File: config.mk
export PLATFORM = sky130hd
export DESIGN_NAME = seq_mult_signed_flat
export DESIGN_NICKNAME = d
export VERILOG_FILES = /design/src/rtl/seq_mult_signed_pkg.sv /design/src/rtl/seq_mult_signed_if.sv /design/src/rtl/seq_mult_signed_addsub.sv /design/src/rtl/seq_mult_signed.sv /design/src/flat_wrapper.sv
export SDC_FILE = /design/constraint.sdc
export NUM_CORES = 1
export LEC_CHECK = 0
export ABC_AREA = 1
export CAP_MARGIN = 15
export CORE_MARGIN = 3
export CORE_UTILIZATION = 54
export DETAILED_ROUTE_END_ITERATION = 7
export GPL_ROUTABILITY_DRIVEN = 0
export MAX_ROUTING_LAYER = met4
export PLACE_DENSITY = 0.79
export SKIP_LAST_GASP = 1
export SLEW_MARGIN = 20
export SYNTH_ARGS = -nofsm -noshare
export SYNTH_HDL_FRONTEND = slang
export SYNTH_HIERARCHICAL = 1
export SYNTH_SLANG_ARGS = --single-unit
File: constraint.sdc
create_clock -name Clk -period 2.7 [get_ports Clk]
set_clock_uncertainty 0.1 [all_clocks]
set_input_delay 0.54 -clock Clk [delete_from_list [all_inputs] [get_ports Clk]]
set_output_delay 0.54 -clock Clk [all_outputs]
set_load 0.02 [all_outputs]
File: src/rtl/seq_mult_signed_pkg.sv
// Shared types and helpers for the signed sequential shift-add multiplier.
package seq_mult_pkg;

  typedef enum logic [2:0] {IDLE, CLEAR, ADD, SHIFT, DONE} mult_state_t;

  // Iteration counter width; never narrower than one bit.
  function automatic int cnt_width(input int w);
    return (w <= 2) ? 1 : $clog2(w);
  endfunction

endpackage

File: src/rtl/seq_mult_signed_if.sv
// Control/data bundle between the input synchronisers, the multiplier and the display drivers.
interface seq_mult_signed_if #(parameter int WIDTH = 8);
  logic             Run;
  logic             ClearA_LoadB;
  logic [WIDTH-1:0] Din;
  logic [WIDTH-1:0] Aval;
  logic [WIDTH-1:0] Bval;
  logic             Xval;
  logic             Busy;
  logic             Done;

  modport master (output Run, ClearA_LoadB, Din,
                  input  Aval, Bval, Xval, Busy, Done);
  modport slave  (input  Run, ClearA_LoadB, Din,
                  output Aval, Bval, Xval, Busy, Done);
endinterface

File: src/rtl/seq_mult_signed_addsub.sv
// Combinational WIDTH+1-bit sign-extending adder/subtractor (a +/- b).
module addsub_ext #(
  parameter int WIDTH = 8
) (
  input  logic [WIDTH-1:0] a,
  input  logic [WIDTH-1:0] b,
  input  logic             sub,
  output logic [WIDTH:0]   sum
);
  logic [WIDTH:0] w_a;
  logic [WIDTH:0] w_b;

  assign w_a = {a[WIDTH-1], a};
  // Two's-complement subtract: invert and inject the +1 as carry-in.
  assign w_b = {b[WIDTH-1], b} ^ {(WIDTH+1){sub}};
  assign sum = w_a + w_b + {{WIDTH{1'b0}}, sub};
endmodule

File: src/rtl/seq_mult_signed.sv
// Signed shift-add multiplier: counter-driven FSM plus A/B/X/S datapath, optional zero-bit skip.
module seq_mult_signed
  import seq_mult_pkg::*;
#(
  parameter int WIDTH     = 8,
  parameter bit SKIP_ZERO = 1'b0
) (
  input  logic              Clk,
  input  logic              Reset,
  seq_mult_signed_if.slave  bus
);
  localparam int            CW   = cnt_width(WIDTH);
  localparam logic [CW-1:0] LAST = CW'(WIDTH - 1);

  mult_state_t      r_state, w_next;
  logic [WIDTH-1:0] r_a, r_b, r_s;
  logic             r_x;
  logic [CW-1:0]    r_cnt;
  logic [WIDTH:0]   w_sum;
  logic             w_last;
  logic             w_busy, w_done;

  assign w_last = (r_cnt == LAST);

  // The final multiplier bit carries negative weight, hence the subtract.
  addsub_ext #(.WIDTH(WIDTH)) u_addsub (
    .a   (r_a),
    .b   (r_s),
    .sub (w_last),
    .sum (w_sum)
  );

  always_ff @(posedge Clk or posedge Reset) begin
    if (Reset) r_state <= IDLE;
    else       r_state <= w_next;
  end

  always_comb begin
    w_next = r_state;
    unique case (r_state)
      IDLE:    if (!bus.ClearA_LoadB && bus.Run) w_next = CLEAR;
      CLEAR:   w_next = (SKIP_ZERO && !r_b[0]) ? SHIFT : ADD;
      ADD:     w_next = SHIFT;
      // r_b[1] is the multiplier bit that lands in B[0] after this shift.
      SHIFT:   if (w_last)                    w_next = DONE;
               else if (SKIP_ZERO && !r_b[1]) w_next = SHIFT;
               else                           w_next = ADD;
      DONE:    if (!bus.Run) w_next = IDLE;
      default: w_next = IDLE;
    endcase
  end

  always_comb begin
    w_busy = (r_state == CLEAR) || (r_state == ADD) || (r_state == SHIFT);
    w_done = (r_state == DONE);
  end

  always_ff @(posedge Clk or posedge Reset) begin
    if (Reset) begin
      r_a   <= '0;
      r_b   <= '0;
      r_x   <= 1'b0;
      r_s   <= '0;
      r_cnt <= '0;
    end else begin
      unique case (r_state)
        IDLE: if (bus.ClearA_LoadB) begin
          r_a <= '0;
          r_x <= 1'b0;
          r_b <= bus.Din;
        end
        CLEAR: begin
          r_s   <= bus.Din;
          r_a   <= '0;
          r_x   <= 1'b0;
          r_cnt <= '0;
        end
        ADD: if (r_b[0]) {r_x, r_a} <= w_sum;
        SHIFT: begin
          r_a <= {r_x, r_a[WIDTH-1:1]};
          r_b <= {r_a[0], r_b[WIDTH-1:1]};
          if (!w_last) r_cnt <= r_cnt + CW'(1);
        end
        default: ;
      endcase
    end
  end

  assign bus.Aval = r_a;
  assign bus.Bval = r_b;
  assign bus.Xval = r_x;
  assign bus.Busy = w_busy;
  assign bus.Done = w_done;
endmodule

File: src/flat_wrapper.sv
// flat-port wrapper written by rule: the top's interface ports become plain ports
module seq_mult_signed_flat import seq_mult_pkg::*;
#(
  parameter int WIDTH     = 8,
  parameter bit SKIP_ZERO = 1'b0
)
  (Clk, Reset, bus_Run, bus_ClearA_LoadB, bus_Din, bus_Aval, bus_Bval, bus_Xval, bus_Busy, bus_Done);
  seq_mult_signed_if #(.WIDTH(WIDTH)) bus_i ();
  input  logic Clk;
  input  logic Reset;
  input wire logic [$bits(bus_i.Run)-1:0] bus_Run;
  input wire logic [$bits(bus_i.ClearA_LoadB)-1:0] bus_ClearA_LoadB;
  input wire logic [$bits(bus_i.Din)-1:0] bus_Din;
  output wire logic [$bits(bus_i.Aval)-1:0] bus_Aval;
  output wire logic [$bits(bus_i.Bval)-1:0] bus_Bval;
  output wire logic [$bits(bus_i.Xval)-1:0] bus_Xval;
  output wire logic [$bits(bus_i.Busy)-1:0] bus_Busy;
  output wire logic [$bits(bus_i.Done)-1:0] bus_Done;
  assign bus_i.Run = bus_Run;
  assign bus_i.ClearA_LoadB = bus_ClearA_LoadB;
  assign bus_i.Din = bus_Din;
  assign bus_Aval = bus_i.Aval;
  assign bus_Bval = bus_i.Bval;
  assign bus_Xval = bus_i.Xval;
  assign bus_Busy = bus_i.Busy;
  assign bus_Done = bus_i.Done;
  seq_mult_signed #(.WIDTH(WIDTH), .SKIP_ZERO(SKIP_ZERO)) u_core (.Clk(Clk), .Reset(Reset), .bus(bus_i));
endmodule
# Yosys cells after proc, flatten, opt, wreduce, memory -nomap -nowiden
# Cells that the tools add are included.
# Widths: inputs -> output; s select.
word_totals:
  reg_bits: 31
  inputBits: 12
classes:
  n_reduce_logical: 14
  n_bitwise: 1
  mux: 14
  n_addsub: 3
  n_eq_ne: 10
ops:
  columns: ["operator", "n"]
  rows:
  - ["$pmux 8 s4", 1]
  - ["$mux 8", 3]
  - ["$pmux 8 s2", 1]
  - ["$pmux 3 s5", 1]
  - ["$mux 3", 4]
  - ["$add 9x1->9", 1]
  - ["$add 9x9->9", 1]
  - ["$xor 9x9->9", 1]
  - ["$eq 3x2->1 const B", 2]
  - ["$eq 3x3->1 const B", 2]
  - ["$ne 2x2->1 const B", 3]
  - ["$pmux 3 s2", 1]
  - ["$reduce_and 2->1", 3]
  - ["$reduce_and 3->1", 2]
  - ["$ne 2x1->1 const B", 2]
  - ["$reduce_bool 2->1", 2]
  - ["$reduce_bool 4->1", 1]
  - ["$add 3x1->3 const B", 1]
  - ["$eq 3x1->1 const B", 1]
  - ["$logic_not 3->1", 1]
  - ["$pmux 1 s3", 1]
  - ["$reduce_bool 3->1", 1]
  - ["$logic_or 1x1->1", 2]
  - ["$mux 1", 2]
  - ["2 further kinds", 2]

# Logic depth before layout (Yosys ltp)
# Gate-level depths: netlist (run 1).
logic_depth:
  depth_word: 6
  ltp_mapped: 18
  depth_no_buf: 17

# By module
# The synthesis (run 1) kept the hierarchy.
by_module_without_submodules:
  columns: ["module", "cells_per_inst", "seq_area_each_um2", "instances", "area_per_inst_um2"]
  rows:
  - ["seq_mult_signed", 211, 775.7, 1, 1657.8]
  - ["addsub_ext", 81, 0.0, 1, 483.0]

# Worst setup path after synthesis (run 1)
# Ideal clock, no wire load.
synth_path:
  path_type: "register to register"
  from: "reg u_core.r_cnt[0]"
  to: "reg u_core.r_a[7], in the netlist u_core/bus.Aval[7]"
  setup_ps: 117
  path_stages_with_launch: 19
  t_arrival_ps: 2112
  n_path_buf: 1
  slack_ps: 371
  period_less_slack_ps: 2329
  cell_sequence: "dfrtp_1 ha_1 ha_1 buf_6 xnor2_1 inv_1 ha_1 nand2_1 clkinv_1 nand2_2 nand2_2 nand2_1 nand2_1 nand2_1 nand2_1 nand3_1 nand2_1 nand3_1 nand2_1"
synth_between:
  elab_chain_cells: 6
synth_lines:
  columns: ["item", "line_no", "text"]
  rows:
  - ["start: declaration", "seq_mult_signed.sv:18", "logic [CW-1:0] r_cnt;"]
  - ["start signal: assignment", "seq_mult_signed.sv:82", "if (!w_last) r_cnt <= r_cnt + CW'(1);"]
  - ["$eq 3x3->1 *", "seq_mult_signed.sv:23", "assign w_last = (r_cnt == LAST);"]
  - ["named net u_core.w_last", "seq_mult_signed.sv:20", "logic w_last;"]
  - ["$xor 9x9->9", "seq_mult_signed_addsub.sv:15", "assign w_b = {b[WIDTH-1], b} ^ {(WIDTH+1){sub}};"]
  - ["$add 9x9->9", "seq_mult_signed_addsub.sv:16", "assign sum = w_a + w_b + {{WIDTH{1'b0}}, sub};"]
  - ["$add 9x1->9 *", "seq_mult_signed_addsub.sv:16", null]
  - ["named net u_core.w_sum[7]", "seq_mult_signed.sv:19", "logic [WIDTH:0] w_sum;"]
  - ["$mux 8 *", "seq_mult_signed.sv:78", "ADD: if (r_b[0]) {r_x, r_a} <= w_sum;"]
  - ["$pmux 8 s4 *", "seq_mult_signed.sv:66", "unique case (r_state)"]
  - ["end signal: assignment", "seq_mult_signed.sv:78", null]
  - ["end signal: assignment", "seq_mult_signed.sv:80", "r_a <= {r_x, r_a[WIDTH-1:1]};"]
  - ["end: declaration", "seq_mult_signed.sv:16", "logic [WIDTH-1:0] r_a, r_b, r_s;"]
# Mark *: on every way through the listed nets, which the timed path passes. The rest lies on a longest branch. The select of a mux whose other input is x is not followed.
# A chain may end at the register's enable or synchronous reset.

# Worst setup path in the final report (run 1)
layout_path:
  from: "reg u_core.r_cnt[0]"
  to: "reg u_core.r_a[5], in the netlist u_core/bus.Aval[5]"
# The elaborated chain is that of the path after synthesis.

==> results of run 1 <==
[state kept, by name, indices dropped and copies added (netlist names)]
| name | cells |
|---|---|
| u_core/r_cnt | 3 |
| u_core/bus.Xval | 1 |
| u_core/r_s | 8 |
| u_core/r_state | 3 |
| u_core/bus.Aval | 8 |
| u_core/bus.Bval | 8 |
[what timing repair did]
| action | 4_1_cts | 5_1_grt |
|---|---|---|
| gates resized for setup | 0 | 2 |
| setup endpoints to repair | 0 | 5 |
| hold buffers | 0 | 0 |
[cell families after synthesis]
| family | synth area share |
|---|---|
| AND/OR/NAND/NOR | 0.414 |
| buffers and inverters | 0.0877 |
| flip-flops | 0.362 |
| XOR/XNOR | 0.0450 |
| adder cells (fa/ha/maj) | 0.0620 |
| AO/OA/AOI/OAI | 0.0292 |
[layout by cell type (no fill, tap or decap), drive strengths merged]
cell type	count
inv	24
clkbuf	5
clkdlybuf4s50	30
fa	1
ha	9
a21oi	4
xnor2	2
dfrtp	31
o21ai	4
nand4	9
buf	5
bufinv	2
o21bai	1
and3	1
nor2	15
nand2	130
clkinv	1
nand3	41
xor2	9
clkinvlp	1
[metal layers]
metal / up-vias / global-route usage / share of wire
li1: 990 / - / -
met1: 890 / 0.289 / 0.45
met2: 63 / 0.389 / 0.49
met3: 8 / 0.0567 / 0.049
met4: 0 / 0.0754 / 0.011
met5: - / - / 0
[cell type report]
class	instances	area (µm²)
clock buffers	5	68.8
flip-flops and latches	31	776
well taps	48	60.1
fillers	314	1150
clock inverters	3	67.6
repair buffers	35	338
inverters	25	96.3
multi-input cells	226	1190
[worst max-delay path, delay by kind of cell (launching register included)]
family	cells	cell delay, ns
adder cells (fa/ha/maj)	3	0.76
AND/OR/NAND/NOR	11	0.70
flip-flops	1	0.40
XOR/XNOR	1	0.23
buffers and inverters	2	0.14
[metrics by stage]
| step | cells | setup slack [ns] | cell area [µm²] | utilization |
|---|---|---|---|---|
| floorplan | 292 | 0.371 | 2140 | - |
| global placement | 365 | 0.198 | 2450 | 0.654 |
| detailed placement | 365 | 0.112 | 2450 | 0.654 |
| CTS | 373 | 0.102 | 2580 | 0.690 |
| global route | 373 | 0.0983 | 2590 | 0.693 |
| finish | 373 | 0.269 | 2590 | 0.693 |
[power breakdown]
group	internal (µW)	leakage [µW]	switching (µW)
combinational	739	0.000946	1140
clock	368	0.0000644	180
sequential	667	0.000394	180
[final timing paths]
check                                start                 end  slack, ns  depth (start not counted)
max in group asynchronous            Reset  u_core/bus.Aval[6]       1.67                          3
setup reg to reg           u_core/r_cnt[0]  u_core/bus.Aval[5]       0.27                         17
hold reg to reg            u_core/r_cnt[1]     u_core/r_cnt[1]       0.40                          2
setup / recovery           u_core/r_cnt[0]  u_core/bus.Aval[5]       0.27                         17
min in group asynchronous            Reset  u_core/bus.Bval[7]       0.55                          3
hold / removal             u_core/r_cnt[1]     u_core/r_cnt[1]       0.40                          2
==> impl_metrics.yaml, run 1 <==
outcome:
  status: "finished clean"
yosys:
  synth_edf_count: 0
  ys_ff_latch: 31
  yosys.area.top_type: "dfrtp_1"
  ys_warn_count: 6
  synth_fp_nets: 314
  yosysSeqAreaShare: 0.362
  synth_top_area_frac: 0.362
  syn-instance-count: 292
  synth_area_per_cell_um2: 7.33
  synthFlopType: "dfrtp_1"
  yosysMostFrequentCell: "nand2_1"
  synth_cell_types: 28
  synth_area_um2: 2140
  async_reset_ff_frac: 1.00
  synth.top_cells.by_count: "121 x nand2_1, 40 x nand3_1, 31 x dfrtp_1"
  ys_top_cells_by_area: "dfrtp_1 36%, nand2_1 21%, nand3_1 9.4%, ha_1 5.3%, xor2_1 3.7%"
route:
  ant_nets: 0
  wire_per_inst_um: 12.4
  routed_wl_um: 4620
  first_pass_iters: 4
  first_iter_violations: 204
  vias: 1951
  viasPerCell: 5.23
  route.detailed.drc: 0
timing:
  rsz0062_at_grt: "false"
  whs_ns: 0.398
  finalMaxSlewViolations: 0
  fin_crit_sh: 0.900
  tightest_slew_ns: 0.400
  period_minus_slack_ns: 2.43
  hold_viol: 0
  max_freq_mhz: 411
  slew_headroom: 0.734
  tns_ns: 0
  setup_viol: 0
clock_tree:
  path_clk_slew_ns: 0.07
  cts_tree: "yes"
  htree_levels: 2
  clock_path_buffers: 2
  cts_sinks: 31
  numCtsBuffers: 5
  clock_latency_ns: 0.28
  root_buffer: "clkbuf_8"
  postCtsSetupRepairBufs: 0
die:
  die-area_um2: 4760
  pin_count: 31
  fp.dieW_um: 69.0
  die_h_um: 69.0
  core_area_um2: 3740
  start_util: 0.572
  rows: 22
global_route:
  grt_max_degree: 32
  grt_pass1_wl_um: 8310
  grt_overflow: 0
  track_usage: 0.238
  grt_pass1_vias: 1878
  antenna_found_initial: 0
worst_setup_path:
  end_kind: "register"
  critical-path-max-stage-delay_ns: 0.40
  worstPathRequired_ns: 2.77
  slowest_stage: "dfrtp_1"
  path_common_cell: "nand2_1"
  start_kind: "register"
  arrival_ns: 2.50
  crit_fanout: 9
  path_cells: "ha_1 -> ha_2 -> xnor2_2 -> inv_1 -> ha_1 -> nand2_1 -> clkinv_1 -> nand2_2 -> nand2_2 -> nand2_1 -> nand2_1 -> nand2_1 -> nand2_1 -> nand3_1 -> nand2_1 -> nand3_1 -> nand2_1"
  critPathKind: "register to register"
power_and_ir_drop:
  power.leakage_uw: 0.00140
  power.total_uw: 3280
  power_density_nw_per_um2: 1260
  ir_drop_mv: 0.643
job:
  max_cap_viol_count: 0
finish:
  drive_gt1_frac: 0.114
  area_growth_pct: 21.2
  fin_nets: 346
  diodes: 0
placed_design:
  numPortBuffers: 30
  hpwl_um: 3450
hold_path:
  min_path_type: "register to register"
(Power assumes the default switching activity.)
==> run 2, diff against run 1 <==
Settings changed: SLEW_MARGIN 20 to default.
==> results of run 2 <==
Same layout as run 1: the final DEF is identical, and so are final timing and power.
==> run 3, diff against run 2 <==
Settings changed: SKIP_CTS_REPAIR_TIMING from default to 1, SLEW_MARGIN from default to 20.
==> results of run 3 <==
Same layout as run 1: the final DEF is identical, and so are final timing and power.
